$ cat config.mk
export PLATFORM = sky130hd
export DESIGN_NAME = rom_arbiter
export DESIGN_NICKNAME = d
export VERILOG_FILES = /design/src/rtl/rom_arbiter.sv
export SDC_FILE = /design/constraint.sdc
export NUM_CORES = 1
export LEC_CHECK = 0
export BUFFER_PORTS_ARGS = -buffer_cell sky130_fd_sc_hd__buf_2
export CORE_MARGIN = 4
export CORE_UTILIZATION = 30
export DETAILED_ROUTE_END_ITERATION = 16
export HOLD_SLACK_MARGIN = 0.03
export PLACE_DENSITY = 0.7
export RECOVER_POWER = 25
export SLEW_MARGIN = 5
export SYNTH_ARGS = -nofsm -noshare
export SYNTH_HDL_FRONTEND = slang
export SYNTH_SLANG_ARGS = --single-unit
$ cat constraint.sdc
create_clock -name clk -period 3.7 [get_ports clk]
set_clock_uncertainty 0.05 [all_clocks]
set_input_delay 1.11 -clock clk [delete_from_list [all_inputs] [get_ports clk]]
set_output_delay 1.11 -clock clk [all_outputs]
set_load 0.01 [all_outputs]
$ cat src/rtl/rom_arbiter.sv
// Round-robin arbiter sharing one registered-read ROM among NUM_REQ requesters,
// with lockable bursts and a tag pipeline that returns each word with a one-hot requester tag.
module rom_arbiter #(
    parameter int ADDR_WIDTH  = 8,
    parameter int DATA_WIDTH  = 16,
    parameter int NUM_REQ     = 4,
    parameter int ROM_LATENCY = 1
) (
    input  logic                          clk,
    input  logic                          rst_n,
    input  logic [NUM_REQ-1:0]            req,
    input  logic [NUM_REQ-1:0]            lock,
    input  logic [NUM_REQ*ADDR_WIDTH-1:0] addr,
    output logic [NUM_REQ-1:0]            gnt,
    output logic                          rom_en,
    output logic [ADDR_WIDTH-1:0]         rom_addr,
    input  logic [DATA_WIDTH-1:0]         rom_dout,
    output logic [DATA_WIDTH-1:0]         rd_data,
    output logic [NUM_REQ-1:0]            rd_valid
);

    localparam int IDX_W = $clog2(NUM_REQ);

    typedef enum logic {ARB, LOCKED} state_t;

    state_t           state, state_n;
    logic [IDX_W-1:0] ptr, ptr_n;
    logic [IDX_W-1:0] owner, owner_n;
    logic [IDX_W-1:0] gnt_idx, cidx;
    logic             found;

    logic             tag_v   [ROM_LATENCY];
    logic [IDX_W-1:0] tag_idx [ROM_LATENCY];
    logic [NUM_REQ-1:0] ret_oh;

    function automatic logic [IDX_W-1:0] next_idx(input logic [IDX_W-1:0] i);
        if (32'(i) == NUM_REQ - 1)
            return '0;
        return i + 1'b1;
    endfunction

    always_comb begin
        found   = 1'b0;
        gnt_idx = '0;
        cidx    = '0;
        state_n = state;
        ptr_n   = ptr;
        owner_n = owner;
        case (state)
            ARB: begin
                for (int unsigned k = 0; k < NUM_REQ; k++) begin
                    cidx = IDX_W'((32'(ptr) + k) % NUM_REQ);
                    if (!found && req[cidx]) begin
                        found   = 1'b1;
                        gnt_idx = cidx;
                    end
                end
                if (found) begin
                    if (lock[gnt_idx]) begin
                        owner_n = gnt_idx;
                        state_n = LOCKED;
                    end else begin
                        ptr_n = next_idx(gnt_idx);
                    end
                end
            end
            LOCKED: begin
                // Owner dropping req ends the burst with a bubble cycle.
                if (req[owner]) begin
                    found   = 1'b1;
                    gnt_idx = owner;
                    if (!lock[owner]) begin
                        ptr_n   = next_idx(owner);
                        state_n = ARB;
                    end
                end else begin
                    ptr_n   = next_idx(owner);
                    state_n = ARB;
                end
            end
            default: state_n = ARB;
        endcase

        rom_en   = found && rst_n;
        rom_addr = rom_en ? addr[32'(gnt_idx)*ADDR_WIDTH +: ADDR_WIDTH] : '0;
        gnt      = '0;
        for (int unsigned i = 0; i < NUM_REQ; i++)
            gnt[i] = rom_en && (gnt_idx == IDX_W'(i));
    end

    always_ff @(posedge clk or negedge rst_n) begin
        if (!rst_n) begin
            state <= ARB;
            ptr   <= '0;
            owner <= '0;
        end else begin
            state <= state_n;
            ptr   <= ptr_n;
            owner <= owner_n;
        end
    end

    // Tag stage ROM_LATENCY-1 lines up with rom_dout; rd_valid is the final stage.
    always_ff @(posedge clk or negedge rst_n) begin
        if (!rst_n) begin
            for (int unsigned i = 0; i < ROM_LATENCY; i++) begin
                tag_v[i]   <= 1'b0;
                tag_idx[i] <= '0;
            end
        end else begin
            tag_v[0]   <= rom_en;
            tag_idx[0] <= gnt_idx;
            for (int unsigned i = 1; i < ROM_LATENCY; i++) begin
                tag_v[i]   <= tag_v[i-1];
                tag_idx[i] <= tag_idx[i-1];
            end
        end
    end

    always_comb begin
        ret_oh = '0;
        for (int unsigned i = 0; i < NUM_REQ; i++)
            ret_oh[i] = tag_v[ROM_LATENCY-1] && (tag_idx[ROM_LATENCY-1] == IDX_W'(i));
    end

    always_ff @(posedge clk or negedge rst_n) begin
        if (!rst_n) begin
            rd_valid <= '0;
            rd_data  <= '0;
        end else begin
            rd_valid <= ret_oh;
            if (tag_v[ROM_LATENCY-1])
                rd_data <= rom_dout;
        end
    end

endmodule

Word-level counts from Yosys, hierarchy flattened
Index checks and enable logic that the tools add are counted. Widths: inputs -> output; s select.

Bits in read-only memories: 0. Bits of input ports: 58. Latch bits: 0. Memory bits (writable): 0. Output and inout port bits: 33. Register bits: 28. Memories: 0. Logic and storage cells: 107.

Multipliers: 0. Shift-type cells: 1. Reductions and logical operators: 19. Equal/unequal tests: 11. Add/sub/neg operators: 5. Muxes and demuxes: 57. Bitwise gates (word level): 1. $lt $le $gt $ge: 6. Div/mod/pow operators: 0.

Operators by type and width (count): $shiftx 32x6->8 (1); $mux 1 (30); $mux 2 (15); $lt 2x3->1 const B (6); $bmux 1 s2 (7); $eq 2x2->1 const B (6); $logic_and 1x1->1 (12); $mux 8 (1); $pmux 2 s2 (2); $add 2x1->2 const B (3); $reduce_and 3->1 (2); $add 2x2->2 const B (2); $eq 2x1->1 const B (2); $logic_not 2->1 (2); $ne 2x2->1 const B (2); $pmux 1 s2 (2); $logic_not 1->1 (3); $ne 3x3->1 const B (1); $not 1->1 (1).

Depth between registers and ports, before layout
Depth in word-level cells: 25. Mapped depth: 10. Depth with buffers taken out: 9.

Least setup slack after synthesis
OpenSTA, ideal clock, no wires.

Kind: input to output. Start point: in req[2]. End point: out rom_addr[0]. Buffers on the path: 0. Stages on the path: 6. Path slack: 0.032 ns. Data required time: 2.540 ns. Arrival time: 2.508 ns. Cells stage by stage: nor2b_2 a211o_2 and2_1 a21oi_1 nand3_1 o22ai_1.

Longest elaborated chain between the ends: 19. Elaborated cells between the ends (all ways): 36. Classes of those cells: 1 x shift; 28 x mux; 7 x reduce/logical.

Ends and longest elaborated chain: from (decl) (line 11) `input logic [NUM_REQ-1:0] req,`; $bmux 1 s2 (line 53) `if (!found && req[cidx]) begin`; $mux 1 (implied by the code) (line 53); $mux 1 (line 53); $mux 1 (line 49) `case (state)`; $logic_not 1->1 (line 53); $logic_and 1x1->1 (line 53); $mux 1 (line 53); $mux 1 (line 49); [3 not listed]; $mux 1 (line 49); $logic_not 1->1 (line 53); $logic_and 1x1->1 (line 53); $mux 2 / $mux 1 (equally long branches) (line 53); $mux 2 / $mux 1 (equally long branches) (line 49); $pmux 2 s2 / $pmux 1 s2 (equally long branches) (line 49); $shiftx 32x6->8 / $logic_and 1x1->1 (equally long branches) (line 85, 84); $mux 8 (*) (line 85) `rom_addr = rom_en ? addr[32'(gnt_idx)*ADDR_WIDTH +: ADDR_WIDTH] : '0;`; to (decl) (line 16) `output logic [ADDR_WIDTH-1:0] rom_addr,`.

Every way passes the cells marked *; elsewhere a longest branch is shown, timed or not. The select of a mux whose other input is x is not followed.

Worst setup path in the final report
Start point: in req[3]. End point: out rom_addr[2].

The elaborated chain is that of the path after synthesis.

==> flow_summary.yaml <==
yosys:
  synth.avg_cell_area_um2: 10.8
  ys_top_cells_by_count: "dfrtp_1 (28), mux2i_1 (21), mux2_2 (16)"
  synth_cells: 154
  synth_async_sr_flop_share: 1.00
  synth_ff_type: "dfrtp_1"
  synth-edff-count: 0
  yosys_warnings: 0
  syn_area_um2: 1670
  synth_nets: 214
  ys_types: 41
  yosys-top-cells-area: "dfrtp_1 (42%), mux2i_1 (13%), mux2_2 (11%), o22ai_1 (3.8%), nor2_1 (3.2%)"
  yosysTopAreaCellShare: 0.420
  synthDominantAreaCellType: "dfrtp_1"
  seq_area_frac_synth: 0.420
  ys_ff_latch: 28
  yosysMostFrequentCell: "dfrtp_1"
timing:
  finalCriticalPeriod_ns: 3.80
  final-setup-viol-count: 10
  maxSlewViolCount: 0
  tightest_slew_ns: 0.792
  rsz0062_at_grt: "true"
  setup_ws_ns: -0.0960
  period_share: 1.03
  slew_headroom: 0.472
  final-hold-violation-count: 0
  timing.fmax_mhz: 263
  timing.hold.ws_ns: 0.422
run:
  timing.max_cap.violations: 0
setup_path:
  crit_required_ns: 2.54
  cp_max_fo: 9
  cp-start-kind: "input pin"
  endpoint_kind: "output pin"
  path_class: "in2out"
  r2r_cells: 8
  arrival_ns: 2.64
detailed_routing:
  wl_met3_um: 333
  wl_met1_um: 1800
  drt-total-wl_um: 4700
  vias: 1629
  drc: 0
  top_layer: "met4"
  dr.pass1.iters: 4
  wire_per_inst_um: 14.2
  routed-wl-met2_um: 2550
  drt_iter0_markers: 69
  ant_nets: 0
  avgViaCountPerCell: 4.91
die:
  start_util: 0.318
  dieWidth_um: 82.5
  core_um2: 5240
  top_level_ports: 91
  fp-row-count: 26
  die_h_um: 82.5
  dieArea_um2: 6810
clock_network:
  cts.clk_slew.worst_paths_ns: 0.09
  cts_root_buf: "clkbuf_8"
  clk_path_buf_depth: 2
  cts_tree: "built"
  cts-htree-levels: 1
  numCtsBuffers: 3
  cts_sinks: 28
  clk_latency_ns: 0.27
finish:
  syn_to_final_growth_pct: 56.8
  insertedDiodeCount: 0
  fillers: 477
  regArea_um2: 701
  layout-drive-gt1-share: 0.611
  multi_input_area_um2: 1050
  nets: 323
  postLayoutCoreUtil: 0.499
grt:
  grt_pass1_wl_um: 6760
  antenna_found_initial: 0
  grt_max_degree: 21
  grt_pass1_vias: 1552
  track_usage: 0.126
  overflow: 0
power_and_ir_drop:
  power.density_nw_per_um2: 813
  p_leak_nw: 1.30
  vdd_drop_max_v: 0.000470
  finalPower_mw: 2.13
place:
  gp_congestion: 0.848
  placement.io_buffers: 90
  dp_hpwl_um: 3520
hold_path:
  hp-class: "reg2reg"
  whs_path_depth: 1
status:
  violations: "negative setup slack"
  status: "complete, but fails checks"
## area by class of cell
| type | count | share of cell area |
|---|---|---|
| clock inverters | 1 | 0.0115 |
| multi-input cells | 116 | 0.404 |
| clock buffers | 3 | 0.0158 |
| repair buffers | 111 | 0.263 |
| well taps | 70 | 0.0335 |
| flip-flops and latches | 28 | 0.268 |
| inverters | 3 | 0.00431 |
## where the power goes
group          internal (mW)  switching (mW)  leakage, nW
logic                  0.718           0.584        0.925
registers              0.448           0.145        0.339
clock network          0.145          0.0869       0.0357
total                   1.31           0.816         1.30
## critical path: stages
cell,delay [ns]
buf_2,0.15
nor2b_2,0.18
nor2_2,0.06
a21o_1,0.19
a32o_2,0.32
clkbuf_16,0.19
mux2i_1,0.12
o22ai_1,0.15
buf_2,0.16
## final timing paths
path,start,to,slack (ns)
max,req[3],rom_addr[2],-0.1
min,tag_idx[0],rd_valid[0],0.42
max reg2reg,ptr[1],owner[1],1.26
min reg2reg,tag_idx[0],rd_valid[0],0.42
max in group asynchronous,rst_n,tag_v,2.01
min in group asynchronous,rst_n,state,0.63
## layout by cell type, fill, tap and decap left out, types with 2 or more instances in the layout
cell | synthesis | layout
mux2i_2 | 0 | 2
buf_4 | 1 | 13
nor2b_4 | 0 | 4
clkbuf_8 | 0 | 3
nor2_1 | 14 | 11
clkbuf_1 | 3 | 2
nand3_1 | 6 | 5
inv_1 | 3 | 3
nand2b_1 | 2 | 2
o22ai_1 | 10 | 7
mux2_2 | 16 | 16
o22ai_2 | 0 | 3
ha_1 | 2 | 2
buf_2 | 3 | 86
clkbuf_16 | 0 | 2
mux2i_1 | 21 | 18
buf_6 | 0 | 6
nand2_1 | 11 | 10
dfrtp_1 | 28 | 28
nor2_2 | 1 | 3
## what timing repair did
item	4_1_cts	5_1_grt
setup buffers	1	1
pin swaps	2	4
hold endpoints to repair	0	0
gates resized for setup	18	24
endpoints found under the setup margin	12	12
hold buffers	0	0
cloned	1	2
## stage by stage
stage / instance area (um2) / setup slack (ns) / instances / TNS [ns]
6_report: 2610 / -0.0960 / 332 / -0.589
5_1_grt: 2610 / -0.139 / 332 / -1.37
4_1_cts: 2470 / -0.0642 / 329 / -0.275
3_5_place_dp: 2300 / -0.165 / 323 / -1.46
3_3_place_gp: 2300 / -0.0997 / 323 / -0.798
2_1_floorplan: 1670 / 0.0316 / 154 / 0
## cell families after synthesis
group,Yosys count,synth area share
flip-flops,28,0.420
buffers and inverters,10,0.0270
multiplexers,39,0.257
adder cells (fa/ha/maj),2,0.0150
AO/OA/AOI/OAI,23,0.113
AND/OR/NAND/NOR,52,0.167
## per-layer routing
layer  vias to the layer above  global-route usage
li1                        784                   -
met1                       772               0.144
met2                        71               0.245
met3                         2              0.0228
met4                         0              0.0196
met5                         -                   0
## sequential cells by signal (all words and copies together) (netlist names)
signal	cells
owner	2
state	1
rd_valid	4
rd_data	16
tag_idx	2
ptr	2
tag_v	1
No activity file was read; power rests on OpenSTA's default activity.
